File: config.mk
export PLATFORM = sky130hd
export DESIGN_NAME = imm_ext_queue
export DESIGN_NICKNAME = d
export VERILOG_FILES = /design/src/rtl/imm_ext_queue.sv
export SDC_FILE = /design/constraint.sdc
export NUM_CORES = 1
export LEC_CHECK = 0
export CAP_MARGIN = 20
export CORE_MARGIN = 4
export CORE_UTILIZATION = 45
export DETAILED_ROUTE_END_ITERATION = 10
export GPL_TIMING_DRIVEN = 0
export HOLD_SLACK_MARGIN = 0.12
export MAX_ROUTING_LAYER = met4
export PLACE_DENSITY_LB_ADDON = 0.08
export SYNTH_ARGS = -nofsm -noshare
export SYNTH_HDL_FRONTEND = slang
export SYNTH_SLANG_ARGS = --single-unit
export TNS_END_PERCENT = 5
File: constraint.sdc
create_clock -name clk -period 2.3 [get_ports clk]
set_clock_uncertainty 0.05 [all_clocks]
set_input_delay 0.345 -clock clk [delete_from_list [all_inputs] [get_ports clk]]
set_output_delay 0.345 -clock clk [all_outputs]
set_load 0.005 [all_outputs]
File: src/rtl/imm_ext_queue.sv
// Immediate extender for the 16-bit TSC-ISA CPU: decodes the immediate format
// from the opcode and queues {imm, fmt} results in a small in-order FIFO.
module imm_ext_queue #(
    parameter int WORD_W = 16,
    parameter int DEPTH  = 2
) (
    input  logic              clk,
    input  logic              reset_n,
    input  logic              flush,
    input  logic              in_valid,
    output logic              in_ready,
    input  logic [15:0]       in_instr,
    output logic              out_valid,
    input  logic              out_ready,
    output logic [WORD_W-1:0] out_imm,
    output logic [2:0]        out_fmt
);

    localparam int PTR_W = (DEPTH > 1) ? $clog2(DEPTH) : 1;
    localparam int CNT_W = $clog2(DEPTH + 1);
    localparam logic [PTR_W-1:0] LAST_PTR = PTR_W'(DEPTH - 1);
    localparam logic [CNT_W-1:0] FULL_CNT = CNT_W'(DEPTH);

    typedef enum logic [2:0] {
        FMT_NONE   = 3'd0,
        FMT_SEXT8  = 3'd1,
        FMT_ZEXT8  = 3'd2,
        FMT_HI8    = 3'd3,
        FMT_SEXT12 = 3'd4
    } fmt_e;

    fmt_e              dec_fmt;
    logic [WORD_W-1:0] dec_imm;

    logic [WORD_W-1:0] imm_mem_q [DEPTH];
    logic [WORD_W-1:0] imm_mem_d [DEPTH];
    logic [2:0]        fmt_mem_q [DEPTH];
    logic [2:0]        fmt_mem_d [DEPTH];

    logic [PTR_W-1:0]  wr_ptr_q, wr_ptr_d;
    logic [PTR_W-1:0]  rd_ptr_q, rd_ptr_d;
    logic [CNT_W-1:0]  count_q, count_d;

    logic              push;
    logic              pop;

    // Upper bits are filled first, then the low field overwrites them.
    always_comb begin
        dec_fmt = FMT_NONE;
        dec_imm = '0;
        case (in_instr[15:12])
            4'd0, 4'd1, 4'd2, 4'd3, 4'd4, 4'd7, 4'd8: begin
                dec_fmt      = FMT_SEXT8;
                dec_imm      = {WORD_W{in_instr[7]}};
                dec_imm[7:0] = in_instr[7:0];
            end
            4'd5: begin
                dec_fmt      = FMT_ZEXT8;
                dec_imm[7:0] = in_instr[7:0];
            end
            4'd6: begin
                dec_fmt       = FMT_HI8;
                dec_imm       = {WORD_W{in_instr[7]}};
                dec_imm[15:0] = {in_instr[7:0], 8'h00};
            end
            4'd9, 4'd10: begin
                dec_fmt       = FMT_SEXT12;
                dec_imm       = {WORD_W{in_instr[11]}};
                dec_imm[11:0] = in_instr[11:0];
            end
            default: begin
                dec_fmt = FMT_NONE;
                dec_imm = '0;
            end
        endcase
    end

    // Handshake: a beat transfers on a rising edge where valid && ready are both
    // high; valid never depends on ready and ready never depends on valid.
    assign in_ready  = (count_q < FULL_CNT);
    assign out_valid = (count_q != '0);
    assign push      = in_valid && in_ready;
    assign pop       = out_valid && out_ready;

    assign out_imm = out_valid ? imm_mem_q[rd_ptr_q] : '0;
    assign out_fmt = out_valid ? fmt_mem_q[rd_ptr_q] : 3'd0;

    always_comb begin
        imm_mem_d = imm_mem_q;
        fmt_mem_d = fmt_mem_q;
        if (push && !flush) begin
            imm_mem_d[wr_ptr_q] = dec_imm;
            fmt_mem_d[wr_ptr_q] = dec_fmt;
        end
    end

    always_comb begin
        wr_ptr_d = wr_ptr_q;
        rd_ptr_d = rd_ptr_q;
        count_d  = count_q;
        if (flush) begin
            wr_ptr_d = '0;
            rd_ptr_d = '0;
            count_d  = '0;
        end else begin
            if (push) begin
                wr_ptr_d = (wr_ptr_q == LAST_PTR) ? '0 : wr_ptr_q + PTR_W'(1);
            end
            if (pop) begin
                rd_ptr_d = (rd_ptr_q == LAST_PTR) ? '0 : rd_ptr_q + PTR_W'(1);
            end
            case ({push, pop})
                2'b10:   count_d = count_q + CNT_W'(1);
                2'b01:   count_d = count_q - CNT_W'(1);
                default: count_d = count_q;
            endcase
        end
    end

    always_ff @(posedge clk) begin
        if (!reset_n) begin
            wr_ptr_q <= '0;
            rd_ptr_q <= '0;
            count_q  <= '0;
        end else begin
            wr_ptr_q <= wr_ptr_d;
            rd_ptr_q <= rd_ptr_d;
            count_q  <= count_d;
        end
    end

    // Entry storage is unobservable while empty, so it carries no reset.
    always_ff @(posedge clk) begin
        imm_mem_q <= imm_mem_d;
        fmt_mem_q <= fmt_mem_d;
    end

endmodule

==> results of run 1 <==
## per-layer routing
layer  share of wire, %  track usage [%]
met2                 52             25.0
met4               0.52             4.15
met1                 42             17.2
met3                5.1             4.32
met5                  0                -
## layout make-up
type                       count  area (sq um)  area share [%]
inverter                       6          22.5           0.879
sequential                    42          1220            47.7
timing repair buffer          41           413            16.1
clock buffer                   5          68.8            2.69
buffer                         9          51.3            2.00
clock inverter                 3          11.3           0.440
tap                           50          62.6            2.44
multi-input combinational     98           711            27.7
## logic make-up after synthesis
logic type      count (synthesis)  share of synthesized area (%)
simple gates                   54                           14.3
compound gates                 18                           7.61
flops                          42                           61.4
fa+ha+maj                       1                          0.629
xor+xnor                        5                           2.20
mux                            20                           10.1
buf+inv                        15                           3.71
## metrics by stage
step	power, mW	setup slack, ns
CTS	1.54	0.146
floorplan	1.01	-0.0480
detailed placement	1.12	-0.0382
global placement	1.11	-1.19
global route	1.59	0.0353
finish	1.53	0.182
## synthesized netlist by cell type
| cell | count | area (sq um) |
|---|---|---|
| edfxtp_1 | 38 | 1140 |
| nor2_1 | 23 | 86.3 |
| mux2i_1 | 19 | 190 |
| and2_1 | 9 | 56.3 |
| inv_1 | 6 | 22.5 |
| o21ai_0 | 6 | 30.0 |
| buf_2 | 5 | 25.0 |
| nand2_1 | 5 | 18.8 |
| nand3_1 | 5 | 25.0 |
| a32oi_1 | 4 | 35.0 |
| dfxtp_1 | 4 | 80.1 |
| xor2_1 | 4 | 35.0 |
| a21oi_1 | 3 | 15.0 |
| clkbuf_1 | 2 | 7.51 |
| nand2b_1 | 2 | 12.5 |
| nor3b_1 | 2 | 15.0 |
| a21boi_0 | 1 | 7.51 |
| a22oi_4 | 1 | 21.3 |
| a2bb2oi_1 | 1 | 8.76 |
| a311oi_4 | 1 | 26.3 |
| and2b_2 | 1 | 8.76 |
| and3b_2 | 1 | 10.0 |
| and3b_4 | 1 | 12.5 |
| and4b_1 | 1 | 10.0 |
| and4bb_2 | 1 | 12.5 |
| buf_4 | 1 | 7.51 |
| buf_6 | 1 | 11.3 |
| ha_1 | 1 | 12.5 |
| mux2_2 | 1 | 11.3 |
| nor2b_1 | 1 | 6.26 |
| nor3_1 | 1 | 5.00 |
| o21a_1 | 1 | 7.51 |
| or3_1 | 1 | 6.26 |
| xnor2_1 | 1 | 8.76 |
## worst paths after layout
| kind | slack (ns) | start | end | depth (start not counted) |
|---|---|---|---|---|
| worst max register to register | 0.38 | count_q[1] | imm_mem_q[26] | 3 |
| worst max-delay path | 0.18 | count_q[1] | out_imm[6] | 4 |
| worst min-delay path | 0.51 | count_q[1] | count_q[1] | 2 |
| worst min register to register | 0.51 | count_q[1] | count_q[1] | 2 |
## where the power goes
part           internal (mW)  switching [mW]
clock                  0.202           0.222
sequential             0.869         0.00892
combinational          0.118           0.108
## registers in the layout, summed over array words and instances (netlist names)
name,count
fmt_mem_q,6
imm_mem_q,32
wr_ptr_q,1
count_q,2
rd_ptr_q,1
## worst reg2reg max path: stages, from the launching register on
cell and delay [ns]:
dfxtp_1 0.35, nand2b_1 0.27, nor3_2 0.62, buf_4 0.33
==> metrics.cfg, run 1 <==
[synth]
avgSynthCellArea_sq_um=12.8
syn_area_sq_um=1990
yosysWarnings=0
netlist_instances=155
synth_seq_cells=42
syn_nets=177
synthDistinctLibCells=34
ys_seq_area_share_pct=61.4

[timing]
relSlewSlack_pct=49.8
worst_pin_slew_ns=0.749
rsz0062_at_grt=no
finalCritPeriodShare_pct=92.1
holdWs_ns=0.514
tns_ns=0
finalSetupViolCount=0
hold_viol=0
finalMaxSlewViolations=0
fin_crit_ns=2.12
clock.fmax_mhz=472

[final_layout]
post-route-util_pct=61.8
final_common_cell=clkdlybuf4s50_1
num-fill-cells=344
final_cell_mix=39 x clkdlybuf4s50_1, 38 x edfxtp_1, 23 x nor2_1, 19 x mux2i_1, 9 x and2_1
diodes=0
layout.nets=225
syn_to_final_growth_pct=28.7
fin_area_sq_um=2560
drive_above_1_share_pct=11.3
final_cells=254

[power]
p_per_area_nw_per_um2=596
ir_worst_vdd_v=0.000256
leakage_nw=0.897

[worst_setup_path]
crit_type=register to output port
cp-start-kind=register
crit_slowest_cell=clkdlybuf4s50_1
cp_max_fo=10
crit_arrival_ns=1.72
crit_chain=nor2_1, clkbuf_1, nor2_1, clkdlybuf4s50_1
worstPathRequired_ns=1.90
cp_top_family=buffers and inverters
worst_path_largest_cell_delay_ns=0.46
critical_path.most_common_cell=nor2_1
end_kind=output port
cp_num_buf_inv=2

[placed_design]
dpl.hpwl_um=2780
dpl_cell_area_sq_um=2480
placed_cells=246
portBuffers=39
place_congestion=0.804

[die]
fp.coreArea_sq_um=4140
die-width_um=74.5
io_pins=42
initial_core_util_pct=48.0
dieArea_sq_um=5550
fp-row-count=23
die_y_um=74.5

[routing]
drt_wl_total_um=3630
via_per_inst=5.17
remaining_drc_errors=0
drtPass1Iterations=4
detail-route-antenna-nets=0
num_vias=1313
wire_per_inst_um=14.3
drt_iter0_drc=49

[clock_network]
path_clk_slew_ns=0.07
clock_latency_ns=0.28
htreeDepth=2
post-cts-setup-buffers=0
postCtsHoldBufs=0
cts.sinks=42
cts_resized=0
clockBufferDepth=2
clockRootBuffer=clkbuf_8
cts_tree=built
cts_buffers=5

[global_routing]
antenna_found_initial=0
grt_pass1_wl_um=5940
grt_pass1_vias=1312
grt_max_degree=20
grtUsageTotal_pct=14.8
grt.overflow.total=0

[hold_path]
min-delay-path-class=register to register

[run_status]
outcome=finished, final reports clean

[run]
cap_violations=0

No activity file was read; power rests on OpenSTA's default activity.
==> inputs of run 2 (changes only) <==
Settings changed: CORE_UTILIZATION 45 to 32.
==> metrics.cfg, run 2 (synthesis results as in run 1) <==
[routing]
drtPass1Iterations=4  ; unchanged
detail-route-antenna-nets=0  ; unchanged
remaining_drc_errors=0  ; unchanged
drt_iter0_drc=60  ; +22%
drt_wl_total_um=4080  ; +12%
num_vias=1313  ; unchanged
wire_per_inst_um=14.6  ; +1.8%
via_per_inst=4.69  ; -9.3%

[placed_design]
place_congestion=0.750  ; -6.8%
dpl.hpwl_um=3090  ; +11%
placed_cells=272  ; +11%
portBuffers=39  ; unchanged
dp_slack_ns=0.178  ; +0.216 ns

[clock_network]
htreeDepth=2  ; unchanged
post-cts-setup-buffers=0  ; unchanged
path_clk_slew_ns=0.07  ; about the same
clockBufferDepth=2  ; unchanged
cts.sinks=42  ; unchanged
clockRootBuffer=clkbuf_8
cts_tree=built
cts_resized=0  ; unchanged
clock_latency_ns=0.28  ; about the same
cts_buffers=5  ; unchanged
postCtsHoldBufs=0  ; unchanged

[final_layout]
post-route-util_pct=44.0  ; -18 points
syn_to_final_growth_pct=32.4
largest_register_ffs=32  ; unchanged
diodes=0  ; unchanged
final_cell_mix=39 x clkdlybuf4s50_1, 38 x edfxtp_1, 23 x nor2_1, 19 x mux2i_1, 9 x and2_1
drive_above_1_share_pct=12.2  ; +0.92 points
final_common_cell=clkdlybuf4s50_1
layout.nets=226  ; +0.44%
final_cells=280  ; +10%
top_regs=imm_mem_q x32, fmt_mem_q x6, count_q x2
largest-register=imm_mem_q

[worst_setup_path]
cp_top_family=buffers and inverters
cp-start-kind=register
cp_max_fo=10  ; unchanged
worstPathRequired_ns=1.90  ; about the same
crit_chain=nor2_1, clkbuf_1, nor2_1, clkdlybuf4s50_1
cp_num_buf_inv=2  ; unchanged
critical_path_depth=4  ; unchanged
r2r_start=count_q[1]
end_kind=output port
startpoint=count_q[1]
worst_path_largest_cell_delay_ns=0.47  ; about the same
crit_type=register to output port
worstRegToRegCells=5  ; +2
crit_arrival_ns=1.76  ; +0.04 ns
crit_slowest_cell=clkdlybuf4s50_1
critical_path.most_common_cell=nor2_1

[timing]
rsz0062_at_grt=yes
finalMaxSlewViolations=0  ; unchanged
fin_crit_ns=2.16  ; +0.0403 ns
finalSetupViolCount=0  ; unchanged
hold_viol=0  ; unchanged
clock.fmax_mhz=463  ; -1.9%
finalCritPeriodShare_pct=93.9  ; +1.8 points
fin_ws_ns=0.141  ; -0.0403 ns
relSlewSlack_pct=69.8  ; +20 points
worst_pin_slew_ns=0.454  ; -0.296 ns
tns_ns=0  ; unchanged

[global_routing]
grt_max_degree=18  ; -10%
grt_use_met1_pct=14.0  ; -3.2 points
met3_usage_pct=3.14  ; -1.2 points
grt_pass1_wl_um=6610  ; +11%
grt.overflow.total=0  ; unchanged
grtUsageTotal_pct=11.9  ; -2.9 points
antenna_found_initial=0  ; unchanged
grt_pass1_vias=1362  ; +3.8%
gr-usage-met2_pct=19.0  ; -5.9 points
busiest_layer=met2

[power]
p_per_area_nw_per_um2=632  ; +6.0%
leakage_nw=0.916  ; +2.1%
ir_worst_vdd_v=0.000281  ; +9.7%

[run]
cap_violations=0  ; unchanged

[run_status]
outcome=finished, final reports clean

[hold_path]
min-delay-path-class=register to register
min_path_cells=2  ; unchanged
hp-start=count_q[1]

[die]
fp.coreArea_sq_um=5990  ; +45%
io_pins=42  ; unchanged
die-width_um=86.8  ; +17%
fp-row-count=28  ; +22%
initial_core_util_pct=33.2  ; -15 points
dieArea_sq_um=7540  ; +36%
die_y_um=86.8  ; +17%

-- run 2: changes by cell type in the layout (fill, tap and decap cells not counted) --
cell,change
clkinv_1,-3
buf_6,+2
clkbuf_1,+2
bufinv_16,+1
buf_4,-1
-- run 2: worst paths after layout --
| check | to | slack, ns |
|---|---|---|
| hold reg to reg | count_q[1] | 0.52 |
| hold / removal | count_q[1] | 0.52 |
| setup reg to reg | count_q[1] | 0.61 |
| setup / recovery | out_imm[12] | 0.14 |
-- run 2: report_power, final --
group | switching, mW | internal, mW
Sequential | 0.00847 | 0.869
Combinational | 0.112 | 0.121
Clock | 0.231 | 0.325
Total | 0.351 | 1.31
-- run 2: final cells by class --
cell class                      count  area [sq um]
Fill cell                         589          3360
Sequential cell                    42          1220
Multi-Input combinational cell     98           711
Timing Repair Buffer               42           428
Tap cell                           75          93.8
Clock buffer                        7          76.3
Buffer                              9          51.3
Clock inverter                      1          30.0
Inverter                            6          22.5
-- run 2: worst reg2reg max path, stage by stage, from the launching register on --
cell and delay (ns):
dfxtp_1 0.35, o21ai_0 0.30, inv_1 0.09, ha_1 0.33
or3_1 0.36, a21oi_1 0.15
-- run 2: stage by stage --
step | power [mW] | cell area (sq um) | hold WS, ns
global route | 1.75 | 2630 | 0.568
global placement | 1.12 | 2480 | 0.455
detailed placement | 1.13 | 2530 | 0.514
finish | 1.67 | 2630 | 0.515
floorplan | 1.01 | 1990 | 0.438
CTS | 1.69 | 2630 | 0.519
-- run 2: routing by layer --
layer  routed length [um]  part of all wire [%]  up-vias
met4                  123                   3.0        0
met1                 1780                    44      611
met5                    0                     0        -
li1                     -                     -      655
met2                 1950                    48       36
met3                  226                   5.5       11
==> inputs of run 3 (changes only) <==
Settings changed: REMOVE_ABC_BUFFERS set to 1.
==> metrics.cfg, run 3 (synthesis results as in run 1) <==
[global_routing]
antenna_found_initial=0  ; unchanged
grt_pass1_wl_um=6770  ; +2.4%
grt_pass1_vias=1416  ; +4.0%
grt.overflow.total=0  ; unchanged
grtUsageTotal_pct=12.0  ; +0.14 points
grt_max_degree=21  ; +3

[worst_setup_path]
r2r-end=imm_mem_q[7]
cp-start-kind=register
crit_arrival_ns=1.75  ; about the same
r2r_start=count_q[1]
crit_slowest_cell=dfxtp_2
worstRegToRegCells=3  ; -2
worst_path_largest_cell_delay_ns=0.50  ; +0.03 ns
crit_chain=buf_16, mux2i_1, nor2_1, clkdlybuf4s50_1
worstPathRequired_ns=1.90  ; about the same
crit_type=register to output port
end_kind=output port
rrSetupSlack_ns=0.33  ; -0.28 ns
cp_max_fo=14  ; +4

[routing]
drt_iter0_drc=73  ; +22%
drtPass1Iterations=4  ; unchanged
remaining_drc_errors=0  ; unchanged
drt_wl_total_um=4060  ; -0.37%
detail-route-antenna-nets=0  ; unchanged
num_vias=1324  ; +0.84%
via_per_inst=4.87  ; +3.8%
wire_per_inst_um=14.9  ; +2.6%

[clock_network]
cts_buffers=5  ; unchanged
clock_latency_ns=0.28  ; about the same
cts.sinks=42  ; unchanged
cts_tree=built
clockRootBuffer=clkbuf_8
post-cts-setup-buffers=0  ; unchanged
clockBufferDepth=2  ; unchanged
htreeDepth=2  ; unchanged
path_clk_slew_ns=0.07  ; about the same

[placed_design]
portBuffers=41  ; +5.1%
placed_cells=265  ; -2.6%
place_congestion=0.815  ; +8.6%
dpl.hpwl_um=2970  ; -4.1%
dp_slack_ns=-0.0429  ; -0.221 ns
dpl_cell_area_sq_um=2500  ; -0.89%

[timing]
fin_crit_ns=2.15  ; -0.0131 ns
clock.fmax_mhz=466  ; +0.61%
finalMaxSlewViolations=0  ; unchanged
rsz0062_at_grt=no
finalCritPeriodShare_pct=93.3  ; -0.57 points
fin_ws_ns=0.154  ; +0.0131 ns
worst_pin_slew_ns=0.907  ; +0.453 ns
relSlewSlack_pct=39.2  ; -31 points
hold_viol=0  ; unchanged
finalSetupViolCount=0  ; unchanged

[hold_path]
min-delay-path-class=register to register
whs_endpoint=wr_ptr_q
min_path_cells=2  ; unchanged
hp-start=wr_ptr_q

[die]
io_pins=42  ; unchanged
die-width_um=86.8  ; unchanged
fp.coreArea_sq_um=5990  ; unchanged
dieArea_sq_um=7540  ; unchanged
fp-row-count=28  ; unchanged
initial_core_util_pct=33.2  ; unchanged
die_y_um=86.8  ; unchanged

[final_layout]
largest-register=imm_mem_q
final_cells=272  ; -2.9%
top_regs=imm_mem_q x32, fmt_mem_q x6, count_q x2
final_cell_mix=41 x clkdlybuf4s50_1, 38 x edfxtp_1, 22 x nor2_1, 19 x mux2i_1, 9 x and2_1
ff_latch_area_sq_um=1220  ; +0.10%
syn_to_final_growth_pct=31.4
final_common_cell=clkdlybuf4s50_1
post-route-util_pct=43.6  ; -0.33 points
fin_area_sq_um=2610  ; -0.76%
layout.nets=219  ; -3.1%
drive_above_1_share_pct=10.2  ; -2.0 points
num-fill-cells=565  ; -4.1%
diodes=0  ; unchanged
multiInputGateArea_sq_um=712  ; +0.18%
largest_register_ffs=32  ; unchanged

[power]
ir_worst_vdd_v=0.000262  ; -6.7%
switching_power_mw=0.350  ; -0.33%
design_power_total_mw=1.65  ; -0.90%
p_int_mw=1.30  ; -1.0%
clockPowerShare_pct=33.0  ; -0.3 points
swShare_pct=21.2  ; +0.12 points
seq_power_share_pct=53.4  ; +0.7 points
p_per_area_nw_per_um2=631  ; -0.14%
combPwrFrac_pct=13.6  ; -0.4 points
leakage_nw=0.889  ; -3.0%

[run]
cap_violations=0  ; unchanged

[run_status]
outcome=finished, final reports clean

## run 3: cell count changes in the layout (fill, tap and decap cells not counted), sizes merged
cell,previous run,this run
clkdlybuf4s50,39,41
clkinv,0,1
clkbuf,9,5
buf,10,3
## run 3: layout make-up
class,instances,area share [%]
sequential,42,46.8
multi-input combinational,98,27.2
inverter,6,0.862
timing repair buffer,44,17.6
tap,75,3.59
clock buffer,5,2.63
clock inverter,2,1.29
## run 3: metrics by stage
step | hold slack, ns | TNS (ns)
2_1_floorplan | 0.438 | -3.85
3_3_place_gp | 0.453 | -55.22
4_1_cts | 0.533 | 0
3_5_place_dp | 0.511 | -0.746
5_1_grt | 0.568 | 0
6_report | 0.534 | 0
## run 3: power by group through the flow
stage | registers, mW | logic [mW] | clock network [mW]
final | 0.881 | 0.225 | 0.545
after detailed placement | 0.897 | 0.228 | 0
after global placement | 0.900 | 0.212 | 0
after global routing | 0.883 | 0.250 | 0.598
after floorplan | 0.897 | 0.104 | 0
after CTS | 0.881 | 0.230 | 0.556
## run 3: worst max path at each step
stage	to	start	slack (ns)
finish	out_imm[0]	rd_ptr_q	0.15
global route	out_imm[0]	rd_ptr_q	0.06
CTS	out_imm[0]	rd_ptr_q	0.12
detailed placement	fmt_mem_q[0]	in_valid	-0.04
global placement	fmt_mem_q[0]	in_valid	-1.46
floorplan	fmt_mem_q[0]	count_q[1]	-0.17
## run 3: timing repair
action / in CTS / in global routing
resized for setup: 2 / 0
setup endpoints to repair: 20 / 0
hold buffers: 0 / 0
## run 3: critical path, delay by kind of cell, from the launching register on
kind	cells	cell delay, ns
buffers and inverters	2	0.68
DFF	1	0.50
muxes	1	0.22
and+or+nand+nor	1	0.06
## run 3: metal layers
layer	share of wire (%)	global-route usage, %
met5	0	-
met4	1.4	3.40
met3	4.4	3.14
met2	50	19.5
met1	45	14.8
